[config.mk]
export PLATFORM = sky130hd
export DESIGN_NAME = floor_request_scheduler
export DESIGN_NICKNAME = d
export VERILOG_FILES = /design/src/rtl/escalator_pkg.sv /design/src/rtl/call_sync_edge.sv /design/src/rtl/floor_request_scheduler.sv
export SDC_FILE = /design/constraint.sdc
export NUM_CORES = 1
export LEC_CHECK = 0
export CAP_MARGIN = 20
export CORE_MARGIN = 2
export CORE_UTILIZATION = 46
export CTS_CLUSTER_SIZE = 14
export DETAILED_ROUTE_END_ITERATION = 8
export PLACE_DENSITY = 0.7
export SYNTH_ARGS = -nofsm -noshare
export SYNTH_HDL_FRONTEND = slang
export SYNTH_HIERARCHICAL = 1
export SYNTH_SLANG_ARGS = --single-unit
[constraint.sdc]
create_clock -name clk -period 2.4 [get_ports clk]
set_clock_uncertainty 0.05 [all_clocks]
set_input_delay 0.48 -clock clk [delete_from_list [all_inputs] [get_ports clk]]
set_output_delay 0.48 -clock clk [all_outputs]
set_load 0.01 [all_outputs]
[src/rtl/escalator_pkg.sv]
// Shared definitions for the four-floor call scheduler: floor encodings,
// FSM state type and small one-hot helpers.
package escalator_pkg;

  localparam int NUM_FLOORS = 4;

  localparam logic [NUM_FLOORS-1:0] FLOOR_0 = 4'b0001;
  localparam logic [NUM_FLOORS-1:0] FLOOR_1 = 4'b0010;
  localparam logic [NUM_FLOORS-1:0] FLOOR_2 = 4'b0100;
  localparam logic [NUM_FLOORS-1:0] FLOOR_3 = 4'b1000;

  typedef enum logic [1:0] {
    ST_IDLE      = 2'd0,
    ST_MOVE_UP   = 2'd1,
    ST_MOVE_DOWN = 2'd2,
    ST_DOOR      = 2'd3
  } state_e;

  // True when exactly one bit is set.
  function automatic logic is_one_hot(input logic [NUM_FLOORS-1:0] v);
    return (v != '0) && ((v & (v - 1'b1)) == '0);
  endfunction

  // Isolates the lowest set bit (nearest floor above when applied to an above-mask).
  function automatic logic [NUM_FLOORS-1:0] lowest_bit(input logic [NUM_FLOORS-1:0] v);
    return v & (~v + 1'b1);
  endfunction

  // Isolates the highest set bit (nearest floor below when applied to a below-mask).
  function automatic logic [NUM_FLOORS-1:0] highest_bit(input logic [NUM_FLOORS-1:0] v);
    logic [NUM_FLOORS-1:0] r;
    logic                  found;
    r     = '0;
    found = 1'b0;
    for (int i = NUM_FLOORS - 1; i >= 0; i--) begin
      if (v[i] && !found) begin
        r[i]  = 1'b1;
        found = 1'b1;
      end
    end
    return r;
  endfunction

endpackage

[src/rtl/call_sync_edge.sv]
// Multi-stage synchronizer for the raw call buttons followed by a rising-edge
// detector. Edges are suppressed until the chain has been refilled with real
// pin samples after reset, so a button held through reset release does not
// register until it is released and pressed again.
module call_sync_edge
  import escalator_pkg::*;
#(
  parameter int WIDTH       = NUM_FLOORS,
  parameter int SYNC_STAGES = 2
) (
  input  logic             clk,
  input  logic             rst_n,
  input  logic [WIDTH-1:0] async_i,
  output logic [WIDTH-1:0] rise_o
);

  logic [WIDTH-1:0]     sync_q [SYNC_STAGES];
  logic [WIDTH-1:0]     prev_q;
  logic [SYNC_STAGES:0] fill_q;
  logic [WIDTH-1:0]     sync_last;

  assign sync_last = sync_q[SYNC_STAGES-1];

  // Shift the pins through the synchronizer, keep last value for edge detect,
  // and track how many real samples have entered since reset.
  always_ff @(posedge clk or negedge rst_n) begin
    if (!rst_n) begin
      for (int i = 0; i < SYNC_STAGES; i++) begin
        sync_q[i] <= '0;
      end
      prev_q <= '0;
      fill_q <= '0;
    end else begin
      sync_q[0] <= async_i;
      for (int i = 1; i < SYNC_STAGES; i++) begin
        sync_q[i] <= sync_q[i-1];
      end
      prev_q <= sync_last;
      fill_q <= {fill_q[SYNC_STAGES-1:0], 1'b1};
    end
  end

  // Per-bit rising edge, qualified once both compared samples are real pin values.
  for (genvar gi = 0; gi < WIDTH; gi++) begin : g_rise
    assign rise_o[gi] = fill_q[SYNC_STAGES] & sync_last[gi] & ~prev_q[gi];
  end

endmodule

[src/rtl/floor_request_scheduler.sv]
// Four-floor call scheduler: latches call-button presses, chooses a travel
// direction with last-direction preference, holds the door open for a number
// of tick pulses at each served floor, and drives the one-hot target floor.
module floor_request_scheduler
  import escalator_pkg::*;
#(
  parameter int DWELL_TICKS = 3,
  parameter int SYNC_STAGES = 2
) (
  input  logic                  clk,
  input  logic                  rst_n,
  input  logic [NUM_FLOORS-1:0] call_btn,
  input  logic [NUM_FLOORS-1:0] present_floor,
  input  logic                  tick,
  output logic [NUM_FLOORS-1:0] requested_floor,
  output logic [NUM_FLOORS-1:0] pending,
  output logic                  door_open,
  output logic                  dir_up,
  output logic                  dir_down
);

  // Dwell completes on the tick that would bring the count to DWELL_TICKS.
  localparam logic [1:0] DWELL_LAST = 2'(DWELL_TICKS - 1);

  state_e                state_q, state_d;
  logic [NUM_FLOORS-1:0] pending_q, pending_d;
  logic [1:0]            dwell_q, dwell_d;
  logic                  last_dir_q, last_dir_d;
  logic [NUM_FLOORS-1:0] door_floor_q, door_floor_d;
  logic [NUM_FLOORS-1:0] req_q, req_d;
  logic                  door_q, door_d;
  logic                  up_q, up_d;
  logic                  down_q, down_d;

  logic [NUM_FLOORS-1:0] press_rise;
  logic                  floor_ok;
  logic [NUM_FLOORS-1:0] above_mask;
  logic [NUM_FLOORS-1:0] below_mask;
  logic                  calls_above;
  logic                  calls_below;
  logic                  at_call;
  logic [NUM_FLOORS-1:0] clr_mask;
  logic [NUM_FLOORS-1:0] next_above;
  logic [NUM_FLOORS-1:0] next_below;

  call_sync_edge #(
    .WIDTH       (NUM_FLOORS),
    .SYNC_STAGES (SYNC_STAGES)
  ) u_call_sync_edge (
    .clk     (clk),
    .rst_n   (rst_n),
    .async_i (call_btn),
    .rise_o  (press_rise)
  );

  // Floors strictly above / below the current position, from the one-hot code.
  assign floor_ok    = is_one_hot(present_floor);
  assign above_mask  = ~((present_floor << 1) - 1'b1);
  assign below_mask  = present_floor - 1'b1;
  assign calls_above = |(pending_q & above_mask);
  assign calls_below = |(pending_q & below_mask);
  assign at_call     = |(pending_q & present_floor);
  assign next_above  = pending_d & above_mask;
  assign next_below  = pending_d & below_mask;

  // Next-state, call bookkeeping and next output values.
  always_comb begin
    state_d      = state_q;
    dwell_d      = dwell_q;
    door_floor_d = door_floor_q;
    clr_mask     = '0;

    if (!floor_ok) begin
      // Position unknown: park in IDLE and never clear a call.
      state_d = ST_IDLE;
      dwell_d = 2'd0;
    end else begin
      case (state_q)
        ST_IDLE: begin
          if (at_call) begin
            state_d      = ST_DOOR;
            dwell_d      = 2'd0;
            door_floor_d = present_floor;
          end else if (calls_above && calls_below) begin
            state_d = last_dir_q ? ST_MOVE_UP : ST_MOVE_DOWN;
          end else if (calls_above) begin
            state_d = ST_MOVE_UP;
          end else if (calls_below) begin
            state_d = ST_MOVE_DOWN;
          end
        end
        ST_MOVE_UP: begin
          if (at_call) begin
            state_d      = ST_DOOR;
            dwell_d      = 2'd0;
            door_floor_d = present_floor;
          end else if (!calls_above) begin
            state_d = ST_IDLE;
          end
        end
        ST_MOVE_DOWN: begin
          if (at_call) begin
            state_d      = ST_DOOR;
            dwell_d      = 2'd0;
            door_floor_d = present_floor;
          end else if (!calls_below) begin
            state_d = ST_IDLE;
          end
        end
        ST_DOOR: begin
          // The floor latched on entry is authoritative while the door is open.
          if (|(press_rise & door_floor_q)) begin
            dwell_d = 2'd0;
          end else if (tick) begin
            if (dwell_q == DWELL_LAST) begin
              clr_mask = door_floor_q;
              state_d  = ST_IDLE;
              dwell_d  = 2'd0;
            end else begin
              dwell_d = dwell_q + 2'd1;
            end
          end
        end
        default: begin
          state_d = ST_IDLE;
          dwell_d = 2'd0;
        end
      endcase
    end

    // A new press always wins over a same-cycle clear.
    pending_d = (pending_q & ~clr_mask) | press_rise;

    case (state_d)
      ST_MOVE_UP:   last_dir_d = 1'b1;
      ST_MOVE_DOWN: last_dir_d = 1'b0;
      default:      last_dir_d = last_dir_q;
    endcase

    if (!floor_ok) begin
      req_d = FLOOR_0;
    end else begin
      case (state_d)
        ST_MOVE_UP:   req_d = lowest_bit(next_above);
        ST_MOVE_DOWN: req_d = highest_bit(next_below);
        ST_DOOR:      req_d = door_floor_d;
        default:      req_d = present_floor;
      endcase
    end

    door_d = (state_d == ST_DOOR);
    up_d   = (state_d == ST_MOVE_UP);
    down_d = (state_d == ST_MOVE_DOWN);
  end

  // State, call latches and registered outputs.
  always_ff @(posedge clk or negedge rst_n) begin
    if (!rst_n) begin
      state_q      <= ST_IDLE;
      pending_q    <= '0;
      dwell_q      <= 2'd0;
      last_dir_q   <= 1'b1;
      door_floor_q <= FLOOR_0;
      req_q        <= FLOOR_0;
      door_q       <= 1'b0;
      up_q         <= 1'b0;
      down_q       <= 1'b0;
    end else begin
      state_q      <= state_d;
      pending_q    <= pending_d;
      dwell_q      <= dwell_d;
      last_dir_q   <= last_dir_d;
      door_floor_q <= door_floor_d;
      req_q        <= req_d;
      door_q       <= door_d;
      up_q         <= up_d;
      down_q       <= down_d;
    end
  end

  assign requested_floor = req_q;
  assign pending         = pending_q;
  assign door_open       = door_q;
  assign dir_up          = up_q;
  assign dir_down        = down_q;

endmodule

==> reports/results.txt, run 1 <==
The count of distinct cell types in the synthesized netlist is 51. Counting tap cells, the placed design contains a total of 269 instances. Critical path data arrival time: 2.85 ns.

The wire-length estimate of the detail-placed layout is 3500 um. The number of nets handed over by synthesis was 175. The maximum operating frequency was 0.366 GHz.

Across the whole layout, storage elements account for 880 um2. Hold repair after CTS inserted 0 buffers. Yosys attributes the largest share of cell area to sky130_fd_sc_hd__dfrtp_1, sky130_fd_sc_hd__ha_1, sky130_fd_sc_hd__dfstp_2.

Of all nets on the critical path, the largest fanout is 4. For this run, the total global-route usage over all layers was measured as 25.6%. The path with the worst hold slack has its endpoint at u_call_sync_edge/fill_q[2].

The run gives -0.15 ns as the reg2reg setup slack. After detailed placement, the total cell area comes to 2450 um2. Summing the areas of all compound-gate instances in the mapped netlist gives 24.1% of the synthesized area. The remaining global-route overflow was 0; the floorplan die width was 65.8 um. Sequential elements use 50.0% of the synthesized area.

The initial antenna violation count was 0; the share of the clock period used by the worst path after layout was 114%. The main combinational cell family by area after synthesis is compound AO/OA/AOI/OAI gates. Critical path launch point type: a primary input. Max-cap violations in this run came to 0.

Summed over all cells, the static leakage comes to 1.20 nW. Overall via count from detail_route: 1,624. For this run, the leading register cell type out of synthesis is sky130_fd_sc_hd__dfrtp_1. Dividing the detail-routed wire length by the instance count gives 16.8 um.

Data on the critical path is required at its endpoint by 2.52 ns. The net count of the finished layout is 261. Clock-pin slew on the worst setup and hold paths: 0.07 ns. The pin count of the biggest net entering global routing was 36. The clock root buffer master was sky130_fd_sc_hd__clkbuf_8. Counting flops with a built-in enable in the synthesized netlist gives 0. For the worst flop-to-flop path, the logic depth is 12. Before CTS, the worst setup slack after placement is -1.29 ns.

Setup violations remaining at the end of the flow were counted as 4. The share of total power consumed by net switching is 28.3%. The tools report the iteration count of the initial detailed-routing pass as 4. The worst register-to-register path begins at pending[3]. The first global-routing pass estimated 8070 um of wire.

For the worst-skew pair, the clock arrives at the later sink with an insertion delay of 0.29 ns. The multi-input combinational cells in the finished layout cover a total of 1040 um2. During placement, the flow inserted port buffers numbering 21.

The first routing iteration left 124 violations. The final reports fail on setup timing. For the total die area, the log shows 4330 um2. The Yosys step of the flow raised 6 warnings.

The via count of the first global-routing pass was 1,700; the area inside the core boundary was 3660 um2. The XOR/XNOR share of the synthesized area works out to 0%. Summed over all instances, the cell type with the most area after synthesis is sky130_fd_sc_hd__dfrtp_1. The synthesized netlist devotes 16.3% of its cell area to simple gates.

The H-tree was split into 2 levels. Of the post-synthesis cell area, the part taken by muxes is 1.28%. The clock drives 35 sinks. In this run the mean area of a mapped cell was 11.3 um2.

In the final layout, the share of cells above drive strength 1 is 47.7%. The critical path is of the primary input to flip-flop type. TritonCTS built the clock tree.

The floorplan step set the die height to 65.8 um. The run gives 437 uV as the peak ir drop on the vdd network. The analysis attributes to net switching a power of 434 uW. 0 antenna diodes ended up in the layout.

Compared with the post-synthesis result, the final layout area differs by 59.9%. Summing all non-filler instances in the final layout gives an area of 2810 um2. Summed over all failing endpoints, the final setup total negative slack is -1.20 ns. For this configuration, the core starts out at a cell density of 48.0%. Per report_power, the combinational group accounts for 27.3% of the total.

At the end of routability-driven placement, the weighted congestion stood at 0.859. The path class of the tightest hold or removal check is flip-flop to flip-flop. In this run the deepest clock path goes through 2 buffers. Startpoint of the tightest hold check path: u_call_sync_edge/fill_q[1].

Measured against its own limit, the worst slew margin works out to 65.5%. For the filler cell count, the log shows 240. Wires add up to 4880 um. The cell area power density was 546 nW/um2.

The tools report the share of power burned in the clock network as 28.5%. The worst hold path was traced through 0 stages. For the DRC violation count after routing, the log shows 0. The final cell count without fillers is 291.

The endpoint identified for the worst register-to-register timing path is requested_floor[2]. The number of endpoints with negative hold slack in the final report came out at 0. Of the total power, registers draw 44.2%. The worst setup path is captured at a flip-flop. The flow ran to the end, but the final reports show violations. Worst-margin pin slew: 0.514 ns. Subtracting the final worst setup slack from the clock period gives 2.73 ns. The count of nets left with antenna violations after detail routing is 0, and the adder and majority gate portion of the synthesized area is 5.69%. The final count of pins violating max slew was 0. The portion of synthesized cell area occupied by the leading cell type was 45.6%.

Dividing the detail-routed via count by the number of cells gives 5.58. Counting flops with an async set or reset pin after synthesis yields a share of 100%. Synthesis produced a netlist whose cell count is 156. The number of synthesized register bits was 35; the cell-internal power was 1.10 mW. Setup repair after global routing could not meet its margin everywhere. The tools report the number of buffers created by CTS as 5.

The floorplan has 22 rows. The mapped netlist covers 1760 um2. The number of top-level design ports was 22. The final critical-path setup slack is -0.334 ns.
## critical path, stage by stage
cell and delay, ns:
sky130_fd_sc_hd__buf_8 0.10, sky130_fd_sc_hd__inv_8 0.05, sky130_fd_sc_hd__ha_4 0.13, sky130_fd_sc_hd__inv_4 0.04, sky130_fd_sc_hd__ha_4 0.27, sky130_fd_sc_hd__inv_2 0.05, sky130_fd_sc_hd__a2111oi_4 0.35, sky130_fd_sc_hd__buf_4 0.19
sky130_fd_sc_hd__o2bb2ai_2 0.14, sky130_fd_sc_hd__a221oi_4 0.10, sky130_fd_sc_hd__ha_2 0.20, sky130_fd_sc_hd__buf_4 0.15, sky130_fd_sc_hd__o21ai_2 0.06, sky130_fd_sc_hd__o31ai_2 0.09, sky130_fd_sc_hd__buf_4 0.16, sky130_fd_sc_hd__a32oi_2 0.16
sky130_fd_sc_hd__o22ai_1 0.12
## state kept, by name (all words and copies together) (netlist names)
name                        count
state_q                         2
door_open                       1
u_call_sync_edge/sync_q         4
u_call_sync_edge/sync_last      4
last_dir_q                      1
door_floor_q                    4
requested_floor                 4
dir_up                          1
u_call_sync_edge/fill_q         3
u_call_sync_edge/prev_q         4
dir_down                        1
pending                         4
dwell_q                         2
## cells in the mapped netlist, types with 2 or more instances
cell type,number
sky130_fd_sc_hd__a2111oi_2,2
sky130_fd_sc_hd__a32oi_1,2
sky130_fd_sc_hd__ha_1,8
sky130_fd_sc_hd__nand3_1,2
sky130_fd_sc_hd__o221ai_1,2
sky130_fd_sc_hd__nand4b_1,2
sky130_fd_sc_hd__o31ai_1,2
sky130_fd_sc_hd__dfrtp_1,32
sky130_fd_sc_hd__and3b_1,5
sky130_fd_sc_hd__nand4_1,2
sky130_fd_sc_hd__a21oi_1,6
sky130_fd_sc_hd__mux2_2,2
sky130_fd_sc_hd__nor2_1,7
sky130_fd_sc_hd__o22ai_1,3
sky130_fd_sc_hd__a211o_1,2
sky130_fd_sc_hd__nor2b_1,8
sky130_fd_sc_hd__and2_1,2
sky130_fd_sc_hd__o31ai_2,2
sky130_fd_sc_hd__o21ai_0,5
sky130_fd_sc_hd__a22oi_1,5
sky130_fd_sc_hd__inv_1,9
sky130_fd_sc_hd__nand2_1,14
sky130_fd_sc_hd__o211ai_1,2
sky130_fd_sc_hd__dfstp_2,3
## routing by layer
layer / vias to the layer above / routed length [um] / GRT usage [%]
li1: 761 / - / -
met1: 794 / 1970 / 31.9
met2: 52 / 2480 / 43.6
met3: 17 / 271 / 4.94
met4: 0 / 161 / 10.4
met5: - / 0 / 0
## logic make-up after synthesis
family                   count (synthesis)
multiplexers                             2
adder cells (fa/ha/maj)                  8
buffers and inverters                   11
other                                    1
AO/OA/AOI/OAI                           50
flip-flops                              35
AND/OR/NAND/NOR                         49
## placed cells by master, fill, tap and decap left out, drive strengths merged, types with 2 or more instances in the layout
| cell | count |
|---|---|
| buf | 63 |
| dfrtp | 32 |
| clkdlybuf4s50 | 17 |
| nand2 | 15 |
| inv | 9 |
| nor2b | 8 |
| ha | 8 |
| nor2 | 7 |
| a21oi | 7 |
| clkbuf | 7 |
| and3b | 5 |
| a22oi | 5 |
| o21ai | 5 |
| o31ai | 4 |
| o22ai | 3 |
| dfstp | 3 |
| and2 | 3 |
| a2111oi | 2 |
| nand3 | 2 |
| a211o | 2 |
| nand4 | 2 |
| o221ai | 2 |
| nand4b | 2 |
| o211ai | 2 |
| o41ai | 2 |
| mux2 | 2 |
| nor3 | 2 |
| a32oi | 2 |
## through the flow
stage	hold WS (ns)	total power [mW]	util, %
6_report	0.300	1.54	76.8
5_1_grt	0.310	1.61	76.8
4_1_cts	0.303	1.53	75.8
3_5_place_dp	0.287	1.03	66.9
3_3_place_gp	0.284	1.03	66.9
2_1_floorplan	0.134	0.839	-
## worst max-delay path by stage
stage / start / endpoint / slack, ns / cells past startpoint
global placement: present_floor[1] / requested_floor[0] / -1.19 / 14
global route: present_floor[0] / requested_floor[2] / -0.42 / 17
detailed placement: present_floor[1] / requested_floor[0] / -1.29 / 14
floorplan: present_floor[1] / requested_floor[0] / -0.47 / 13
CTS: present_floor[0] / requested_floor[2] / -0.27 / 15
finish: present_floor[0] / requested_floor[2] / -0.33 / 17
## what timing repair did
item                       in CTS  in global routing
resized for setup              45                  4
buffers inserted               11                  3
setup endpoints to repair      13                  6
gates cloned                    0                  0
pin swaps                      16                  6
## area by class of cell
| type | count | area share [%] |
|---|---|---|
| inverter | 9 | 2.00 |
| tap | 48 | 2.14 |
| timing repair buffer | 81 | 24.2 |
| sequential | 35 | 31.3 |
| multi-input combinational | 110 | 37.0 |
| clock buffer | 7 | 3.07 |
| clock inverter | 1 | 0.312 |
## power by group through the flow
stage,registers [mW],clock network [mW],logic [mW]
after floorplan,0.685,0,0.155
after global placement,0.684,0,0.341
after detailed placement,0.686,0,0.347
after CTS,0.677,0.448,0.404
after global routing,0.682,0.476,0.453
final,0.678,0.438,0.419
Note: power is estimated with default switching activity, not from simulation.
==> run 2: changes to the inputs <==
- PLACE_DENSITY: 0.7 -> 0.67
- clock period: 2.4 -> 2.75 ns (I/O delays scaled with it)
==> run 2 against run 1 <==
- the flow still finishes with violations (setup timing)
- sequential cell count unchanged
- design area down 5.7%
- cell count down 6.5%
- power down 11%
- die area unchanged
- clock power up 6.6%
- core utilization down 4.4 points
- worst hold slack about the same
- worst setup slack better by 0.31 ns
- global-route usage down 2.1 points
- sequential power down 11%
- via count down 4.9%
- critical endpoint is now requested_floor[3]
==> reports/results.txt, run 2 (same netlist as run 1, synthesis figures left out) <==
The number of endpoints with negative hold slack in the final report is 0 (unchanged). The critical path goes through buf_8 > inv_8 > ha_4 > inv_4 > ha_4 > inv_1 > a2111oi_4 > o31ai_1 > nand2_1 > and3_4 > ha_2 > nor2b_4 > nand2_1 > o32a_1 > o41ai_2. In the layout the commonest cells are sky130_fd_sc_hd__buf_4, sky130_fd_sc_hd__dfrtp_1, sky130_fd_sc_hd__clkdlybuf4s50_1. The number of buffers created by CTS is 5 (unchanged).

The kind of capture point of the worst setup path is a flip-flop. The worst path in the final design needs a cycle of 2.77 ns, including I/O delays and setup. The highest cell delay on the worst timing path was 0.41 ns (+0.06 ns); the y dimension of the die was 65.8 um (unchanged). The logs give 4 (unchanged) for the iteration count of the initial detailed-routing pass and -0.0232 ns (+0.311 ns) for the final critical-path setup slack. The tools report the number of placed instances, taps included as 257 (-4.5%). The final-report setup violation count is 3 (-1). The root buffer cell chosen for the clock tree is sky130_fd_sc_hd__clkbuf_8.

Setup repair after global routing could not meet its margin everywhere. The final count of pins violating max slew came out at 0 (unchanged). For the critical path data arrival time, the log shows 2.89 ns (+0.04 ns).

For the sequential share of power, the log shows 44.1% (about the same). The share of final-layout standard cells stronger than drive strength 1 came out at 42.9% (-4.9 points). The site row count was 22 (unchanged). The final reports fail on setup timing.

The leakage power summed over all cells was 1.11 nW (-8.1%); the power share of the combinational group was 21.8% (-5.5 points). The top cell family by delay on the critical path was compound AO/OA/AOI/OAI gates. The tools report the DRC violation count after routing as 0 (unchanged). The vias per cell works out to 5.68 (+1.8%). Final estimated routing congestion in global placement: 0.859 (about the same). The clock-pin slew on the worst setup and hold paths came out at 0.08 ns (about the same).

Average routed wire per standard cell: 16.9 um (+1.1%). The count of buffers inserted at the top-level ports was 21 (unchanged); the global-route wire length before repair was 7500 um (-7.1%). Share of total power consumed by net switching: 28.1% (-0.18 points). The hold buffer count at cts was 0 (unchanged). Floorplan die width: 65.8 um (unchanged). The maximum fanout count along the critical path is 3 (-1), and the buffer and inverter count on the worst path is 4 (-3).

The worst min-delay path category was flip-flop to flip-flop. The remaining global-route overflow is 0 (unchanged). The clock network latency to the later pin of the worst-skew pair was 0.29 ns (about the same).

The tools report the share of power burned in the clock network as 34.1% (+5.6 points). The count of clock tree sinks was 35 (unchanged); the setup total negative slack was -0.0467 ns (+1.15 ns). The share of the clock period used by the worst path after layout was 101%; the pin count of the biggest net entering global routing was 36 (unchanged). The setup slack at placement was -1.07 ns (+0.215 ns); the H-tree depth was 2 (unchanged).

For the worst hold margin, the log shows 0.301 ns (+0.000463 ns). The number of nets in the finished design was 242 (-7.3%); the DRC marker count from the first detailed-route iteration was 102 (-18%). For the initial antenna violation count, the log shows 0 (unchanged).

The final cell count without fillers was 272 (-6.5%); the required arrival time at the worst endpoint was 2.87 ns (+0.35 ns). The run gives 3660 um2 (unchanged) as the area inside the core boundary. TritonCTS built the clock tree.

The via count of the first global-routing pass is 1,629 (-4.2%), and the number of maximum-capacitance constraint violations is 0 (unchanged). The cell area power density was 517 nW/um2 (-5.4%). The peak ir drop on the vdd network came out at 352 uV (-19%). Switching power: 384 uW (-11%). The total wire length after detailed routing came out at 4610 um (-5.5%). For this run, the top clock speed supported by timing is 0.361 GHz.

The cell-internal power is 985 uW (-11%). The tools report the critical path launch point type as a primary input. The number of top-level design ports is 22 (unchanged).

The total routing resource utilization after global routing is 23.5% (-2.1 points), and the diode insertion count for antenna repair is 0 (unchanged). The tools report the HPWL after detailed placement as 3370 um (-3.6%). The slowest stage cell on the critical path is sky130_fd_sc_hd__a2111oi_4. Total die area: 4330 um2 (unchanged). The run finished, with violations left.

The maximum number of buffers from clock root to sink was 2 (unchanged). The critical path is of the primary input to flip-flop type. The synthesis-to-finish area growth was 50.7%; the filler cell count was 257 (+7.1%).

The library cell used most frequently in the layout, excluding fill and tap cells, is sky130_fd_sc_hd__buf_4. The overall via count from detail_route was 1,545 (-4.9%). The tools report the count of nets left with antenna violations after detail routing as 0 (unchanged). The initial standard-cell utilization of the core is 48.0% (unchanged).
run 2: routing by layer:
metal	track usage (%)	vias to the layer above	routed length, um
met4	12.2	0	127
met1	28.4	742	2010
met5	0	-	0
met3	5.11	13	261
li1	-	720	-
met2	39.1	70	2210
run 2: what timing repair did:
action                     4_1_cts  5_1_grt
setup endpoints to repair        8        4
gates resized for setup         43        3
buffers inserted                 6        1
pin swaps                       14        4
run 2: power by group through the flow:
| stage | sequential (mW) | combinational (mW) | clock (mW) |
|---|---|---|---|
| floorplan | 0.598 | 0.135 | 0 |
| global placement | 0.607 | 0.250 | 0 |
| detailed placement | 0.608 | 0.258 | 0 |
| CTS | 0.601 | 0.292 | 0.475 |
| global route | 0.608 | 0.321 | 0.500 |
| finish | 0.604 | 0.299 | 0.467 |
run 2: worst paths after layout:
kind	from	endpoint	slack (ns)	depth (start not counted)
max	present_floor[0]	requested_floor[3]	-0.02	15
min	u_call_sync_edge/sync_q[4]	u_call_sync_edge/sync_last[0]	0.30	0
max reg2reg	u_call_sync_edge/fill_q[2]	requested_floor[1]	0.04	12
min reg2reg	u_call_sync_edge/sync_q[4]	u_call_sync_edge/sync_last[0]	0.30	0
max in group asynchronous	rst_n	last_dir_q	1.70	2
min in group asynchronous	rst_n	door_floor_q[2]	0.61	2
run 2: area by class of cell:
class                           instances  area (um2)  share of cell area [%]
Multi-Input combinational cell        110        1010                    38.2
Sequential cell                        35         880                    33.2
Timing Repair Buffer                   62         526                    19.8
Clock buffer                            5        68.8                    2.60
Tap cell                               48        60.1                    2.27
Inverter                                9        56.3                    2.12
Clock inverter                          3        46.3                    1.75
run 2: worst register-to-register path: stages (launching register included):
cell and delay (ns):
sky130_fd_sc_hd__dfrtp_1 0.41, sky130_fd_sc_hd__and3b_1 0.23, sky130_fd_sc_hd__a22oi_1 0.26, sky130_fd_sc_hd__nand2_2 0.17, sky130_fd_sc_hd__nor2_1 0.16, sky130_fd_sc_hd__o21ai_0 0.16, sky130_fd_sc_hd__and3_4 0.24, sky130_fd_sc_hd__ha_2 0.20
sky130_fd_sc_hd__buf_4 0.16, sky130_fd_sc_hd__nand2_1 0.08, sky130_fd_sc_hd__a21oi_2 0.06, sky130_fd_sc_hd__a2111oi_2 0.29, sky130_fd_sc_hd__a21oi_1 0.12
run 2: through the flow:
stage	utilization [%]	power, mW	instance area (um2)
floorplan	-	0.732	1840
global placement	64.1	0.857	2350
detailed placement	64.1	0.866	2350
CTS	72.0	1.37	2640
global route	72.4	1.43	2650
finish	72.4	1.37	2650
==> run 3: changes to the inputs <==
- SYNTH_HIERARCHICAL: 1 -> unset
==> run 3 against run 2 <==
- the flow still finishes with violations (setup timing)
- design area is 4.7% higher
- global-route usage is 2.0 points higher
- combinational power is 17% higher
- count of clock-buffer cells in the layout stayed put
- critical path depth is 1 higher
- worst setup slack worse by 0.45 ns
- via count is 6.5% higher
- sequential cell count stayed put
- fmax is 14% lower
- clock power is 2% higher
- non-clock buffer count is 17 higher
- die area is 1.5% lower
- critical endpoint unchanged
- highest routed layer unchanged
==> reports/results.txt, run 3 <==
The flow ran to the end, but the final reports show violations. The final reports fail on setup timing. In the layout the commonest cells are sky130_fd_sc_hd__buf_4, sky130_fd_sc_hd__dfrtp_1, sky130_fd_sc_hd__clkdlybuf4s50_1. Global-route wire length before repair: 8110 um (+8.1%).

The worst setup path is of the primary input to flip-flop kind. The overall via count from detail_route was 1,645 (+6.5%). The mean instance size in the synthesized netlist came out at 11.6 um2 (+3.1%). In this run the clock root is driven by a sky130_fd_sc_hd__clkbuf_8. The maximum fanout count along the critical path came out at 3 (unchanged).

The average routed wire per standard cell is 19.7 um (+16%), and the leakage power summed over all cells is 1.18 nW (+6.5%). Compared with the post-synthesis result, the final layout area differs by 60.3%. The run gives 1730 um2 (-1.6%) as the netlist area before placement. Critical path launch point type: a primary input. The tools report the total routing resource utilization after global routing as 25.5% (+2.0 points). The cell area power density is 513 nW/um2 (-0.64%). The share of the clock period used by the worst path after layout was 117% (+17 points).

The run gives 4 (unchanged) as the iteration count of the initial detailed-routing pass. Hold buffer count at cts: 0 (unchanged). Setup repair after global routing could not meet its margin everywhere.

The maximum number of buffers from clock root to sink came out at 2 (unchanged). The tools report the initial antenna violation count as 0 (unchanged). The logs give 0 (unchanged) for the remaining global-route overflow and 22 (unchanged) for the site row count.

The tools report the filler cell count as 236 (-8.2%). For the H-tree depth, the log shows 2 (unchanged). The final estimated routing congestion in global placement is 1.01 (+18%).

The worst setup path is captured at a flip-flop. The count of clock tree sinks is 35 (unchanged). The run gives -1.25 ns (-1.21 ns) as the setup total negative slack. The via count of the first global-routing pass was 1,654 (+1.5%). For the area inside the core boundary, the log shows 3630 um2 (-0.75%). The commonest non-fill, non-tap cell in the layout was sky130_fd_sc_hd__buf_4.

The count of nets left with antenna violations after detail routing was 0 (unchanged); the final critical-path setup slack was -0.478 ns (-0.455 ns). The number of endpoints with negative hold slack in the final report was 0 (unchanged). The tools report the area of the multi-input gates as 990 um2 (-2.3%). For the number of nets in the finished design, the log shows 252 (+4.1%). The worst min-delay path category is flip-flop to flip-flop.

The number of maximum-capacitance constraint violations is 0 (unchanged), and the number of buffers created by CTS is 5 (unchanged). The DRC marker count from the first detailed-route iteration is 126 (+24%), and the final count of pins violating max slew is 0 (unchanged). The floorplan die width came out at 65.3 um (-0.74%). The peak ir drop on the vdd network came out at 444 uV (+26%).

For the critical path data arrival time, the log shows 3.37 ns (+0.48 ns). Vias per cell: 5.83 (+2.7%). The area of all sequential standard cells was 880 um2 (unchanged). The tools report the clock network latency to the later pin of the worst-skew pair as 0.29 ns (about the same). The commonest cells after synthesis are sky130_fd_sc_hd__dfrtp_1, sky130_fd_sc_hd__nand2_1, sky130_fd_sc_hd__nor2_1. The share of synthesized registers carrying an async set or reset was 100% (unchanged).

The final design instance area without fill was 2770 um2 (+4.7%); the final-report setup violation count was 4 (+1). The total wire length after detailed routing was 5560 um (+21%). The largest individual stage delay along the critical path comes from the cell sky130_fd_sc_hd__or3_4.

The clock-pin slew on the worst setup and hold paths is 0.08 ns (about the same). The synthesized instance count came out at 149 (-4.5%). The tools report the total die area as 4270 um2 (-1.5%). The tools report the number of top-level design ports as 22 (unchanged). Sorting the synthesized cells by area gives the leading types as sky130_fd_sc_hd__dfrtp_1, sky130_fd_sc_hd__ha_1, sky130_fd_sc_hd__dfstp_2.

The logs give 50.8% (+0.80 points) for the sequential area share after synthesis and 47.6% (-0.39 points) for the initial standard-cell utilization of the core. The y dimension of the die came out at 65.3 um (-0.74%). The highest cell delay on the worst timing path was 0.39 ns (-0.02 ns); the count of buffers inserted at the top-level ports was 21 (unchanged). The minimum clock period works out to 3.23 ns (+0.455 ns). Traced cell by cell, the critical path runs through buf_6 > or3_4 > ha_4 > inv_2 > a22o_1 > a221oi_2 > nor2_1 > o2111ai_2 > and3_4 > ha_4 > nand2_2 > nor2_1 > a221o_1 > buf_4 > o211ai_1 > a211oi_1. The run gives 2370 um2 (+1.1%) as the instance area after placement. Yosys instantiated no cell more often than sky130_fd_sc_hd__dfrtp_1. TritonCTS built the clock tree.

The number of enable-type register cells in the synthesized netlist works out to 0 (unchanged). The maximum operating frequency is 0.310 GHz (-14%). Of all cell types, the one taking the most synthesized area is sky130_fd_sc_hd__dfrtp_1. The required arrival time at the worst endpoint is 2.89 ns (+0.02 ns), and the share of final-layout standard cells stronger than drive strength 1 is 49.1% (+6.3 points). The number of warnings reported in the yosys synthesis log was 0 (-6). Count of distinct cell types in the synthesized netlist: 49 (-3.9%).

The portion of synthesized cell area occupied by the leading cell type is 46.3% (+0.72 points). The DRC violation count after routing came out at 0 (unchanged). The number of nets in the synthesized netlist is 168 (-4.0%). The pin count of the biggest net entering global routing is 36 (unchanged), and the worst hold margin is 0.301 ns (-0.000252 ns). Dominant register cell in the synthesized netlist: sky130_fd_sc_hd__dfrtp_1. For the HPWL after detailed placement, the log shows 3470 um (+2.9%). The diode insertion count for antenna repair was 0 (unchanged); the number of synthesized register bits was 35 (unchanged).
-- run 3: changes by cell type after synthesis, moves of 3 or more --
cell | before | now
sky130_fd_sc_hd__and3b_1 | 5 | 2
sky130_fd_sc_hd__nand2_1 | 14 | 11
sky130_fd_sc_hd__o22ai_1 | 3 | 0
sky130_fd_sc_hd__nor2b_1 | 8 | 3
sky130_fd_sc_hd__nand3b_1 | 0 | 4
sky130_fd_sc_hd__nor3b_1 | 0 | 3
sky130_fd_sc_hd__nor2_1 | 7 | 10
-- run 3: what timing repair did --
| action | CTS | global route |
|---|---|---|
| endpoints found under the setup margin | 9 | 6 |
| pin swaps | 19 | 22 |
| buffers inserted | 9 | 4 |
| hold endpoints to repair | 0 | 0 |
| resized for setup | 36 | 23 |
-- run 3: worst max-delay path, delay by kind of cell --
family | cells | cell delay, ns
compound gates | 6 | 1.24
fa+ha+maj | 2 | 0.43
buf+inv | 3 | 0.26
simple gates | 5 | 0.88
-- run 3: report_power, final --
group | total [mW] | switching [mW] | internal [mW] | leakage, nW
sequential | 0.595 | 0.0339 | 0.561 | 0.411
clock | 0.478 | 0.203 | 0.275 | 0.0587
combinational | 0.351 | 0.169 | 0.182 | 0.710
-- run 3: layout make-up --
type | instances | share of cell area (%)
multi-input cells | 103 | 35.7
flip-flops and latches | 35 | 31.7
repair buffers | 79 | 24.7
clock buffers | 5 | 2.48
well taps | 48 | 2.17
clock inverters | 3 | 1.71
inverters | 9 | 1.53
-- run 3: worst paths after layout --
kind	startpoint	end	slack, ns	depth (start not counted)
max	present_floor[2]	requested_floor[3]	-0.48	16
max in group asynchronous	rst_n	last_dir_q	1.69	2
min reg2reg	u_call_sync_edge.sync_q[5]	u_call_sync_edge.sync_last[1]	0.30	0
min in group asynchronous	rst_n	pending[1]	0.61	2
min	u_call_sync_edge.sync_q[5]	u_call_sync_edge.sync_last[1]	0.30	0
max reg2reg	u_call_sync_edge.fill_q[2]	requested_floor[3]	-0.09	14
-- run 3: metrics by stage --
| step | utilization, % | power, mW | std cells | setup WS (ns) |
|---|---|---|---|---|
| after global placement | 65.3 | 0.859 | 262 | -1.04 |
| after global routing | 76.3 | 1.47 | 282 | -0.565 |
| after floorplan | - | 0.727 | 149 | -0.279 |
| final | 76.3 | 1.42 | 282 | -0.478 |
| after detailed placement | 65.3 | 0.867 | 262 | -1.10 |
| after CTS | 73.3 | 1.38 | 279 | -0.343 |
-- run 3: routing by layer --
metal	global-route usage, %	up-vias	wire length (um)
li1	-	734	-
met1	30.6	801	2130
met2	43.1	90	2820
met3	4.45	20	370
met4	14.1	0	240
met5	0	-	0
-- run 3: cell families after synthesis --
| group | Yosys count | synth area share (%) |
|---|---|---|
| compound gates | 43 | 22.1 |
| fa+ha+maj | 8 | 5.78 |
| buf+inv | 11 | 2.82 |
| flops | 35 | 50.8 |
| mux | 4 | 2.75 |
| other cells | 1 | 0.217 |
| simple gates | 47 | 15.5 |
==> RTL edit, RTL diff (config.mk and constraints of run 3) <==
Change the package constant `NUM_FLOORS` from 4 to 5.
--- a/src/rtl/escalator_pkg.sv
+++ b/src/rtl/escalator_pkg.sv
@@ -2,7 +2,7 @@
 // FSM state type and small one-hot helpers.
 package escalator_pkg;
 
-  localparam int NUM_FLOORS = 4;
+  localparam int NUM_FLOORS = 5;
 
   localparam logic [NUM_FLOORS-1:0] FLOOR_0 = 4'b0001;
   localparam logic [NUM_FLOORS-1:0] FLOOR_1 = 4'b0010;
Ports: changed (resized call_btn, pending, present_floor and requested_floor); port bits go from 22 to 26. No check against the original RTL was run, so the function may have changed too.
==> RTL edit against run 3 <==
The run still ends with negative setup slack left. Final area increased by 14%. Worst setup slack improved by 0.23 ns. Sequential cell count is 6 higher. Synthesized cell count grew 20%. Routed wire length is 11% higher. Sequential power grew 15%. Synthesized area up 15%. Total power up 3.2%. Largest cell class unchanged.
==> RTL edit: results <==
set metrics [dict create \
    drtIter0Drc 137 \
    dpl_cell_area_um2 2780 \
    dp.cells 301 \
    violations "negative setup slack" \
    power.internal_mw 1.08 \
    ys_seq_area_share_pct 51.6 \
    swShare_pct 26.4 \
    drt-pass1-iter-count 4 \
    final_nets 293 \
    layout.cells.non_filler 321 \
    dp.final_hpwl_um 4310 \
    cpPeakStageDelay_ns 0.58 \
    place.gp.congestion 0.978 \
    grt_pass1_wl_um 9760 \
    finalSetupViolations 5 \
    grt_pass1_vias 1923 \
    drive_gt1_share_pct 46.9 \
    post_cts_resized 40 \
    routed_wl_um 6200 \
    antenna_found_initial 0 \
    status "finished with violations" \
    cts_buffers 5 \
    post_cts_buffers 10 \
    viasPerCell 5.87 \
    ir_worst_vdd_uv 373 \
    cp_max_fo 5 \
    synthTopCellsByCount "38 x dfrtp_1, 17 x nand2_1, 11 x inv_1, 11 x nor2_1, 9 x ha_1" \
    grt_max_degree 42 \
    synth_cell_type_count 50 \
    critPathTopFamily "simple AND/OR/NAND/NOR gates" \
    crit_arrival_ns 3.15 \
    placement.io_buffers 25 \
    synth_area_leaders "dfrtp_1 48%, ha_1 5.6%, dfstp_2 3.9%, nand2_1 3.2%, mux2_2 2.3%" \
    postLayoutSetupSlackWorst_ns -0.243 \
    synth-async-reset-ratio_pct 100 \
    place_worst_setup_slack_ns -1.07 \
    setup-tns-final_ns -1.04 \
    synth_nets 201 \
    fill_cells 255 \
    synth_cells 179 \
    seq_area_um2 1030 \
    combPwrFrac_pct 22.1 \
    pg_seq_uw 684 \
    track_usage_pct 26.3 \
    worstSkewPairLatency_ns 0.29 \
    leakage_nw 1.36 \
    cp_slowest_cell "or4b_4" \
]
[RTL edit: cell count changes after synthesis, sizes merged, moves of 4 or more]
| cell | before | now |
|---|---|---|
| nand4b | 0 | 4 |
| o221ai | 0 | 4 |
| nor4 | 0 | 4 |
| dfrtp | 32 | 38 |
| nand2 | 11 | 18 |
[RTL edit: cell families after synthesis]
logic type / synth area share, %
and+or+nand+nor: 21.4
AOI/OAI and AO/OA: 15.0
other: 0.188
buffers and inverters: 2.88
adders and majority gates: 5.64
muxes: 3.26
DFF: 51.6
[RTL edit: area by class of cell]
| class | instances | share of cell area (%) |
|---|---|---|
| Clock buffer | 5 | 2.18 |
| Clock inverter | 2 | 1.11 |
| Inverter | 11 | 2.14 |
| Multi-Input combinational cell | 123 | 36.5 |
| Sequential cell | 41 | 32.7 |
| Tap cell | 50 | 1.98 |
| Timing Repair Buffer | 89 | 23.4 |
[RTL edit: path summary, 6_finish.rpt]
check / startpoint / end / slack [ns] / cells past startpoint
min in group asynchronous: rst_n / u_call_sync_edge.fill_q[2] / 0.32 / 1
worst max-delay path: present_floor[4] / requested_floor[1] / -0.24 / 9
max in group asynchronous: rst_n / pending[2] / 1.78 / 1
worst min register to register: u_call_sync_edge.sync_q[8] / u_call_sync_edge.sync_last[3] / 0.30 / 0
worst min-delay path: u_call_sync_edge.sync_q[8] / u_call_sync_edge.sync_last[3] / 0.30 / 0
worst max register to register: pending[1] / requested_floor[1] / -0.05 / 9
[RTL edit: metal layers]
metal | global-route usage [%] | vias up | part of all wire (%)
met4 | 12.2 | 0 | 3.3
met3 | 4.47 | 22 | 6.0
li1 | - | 847 | -
met2 | 44.6 | 71 | 51
met1 | 32.8 | 943 | 39
met5 | 0 | - | 0
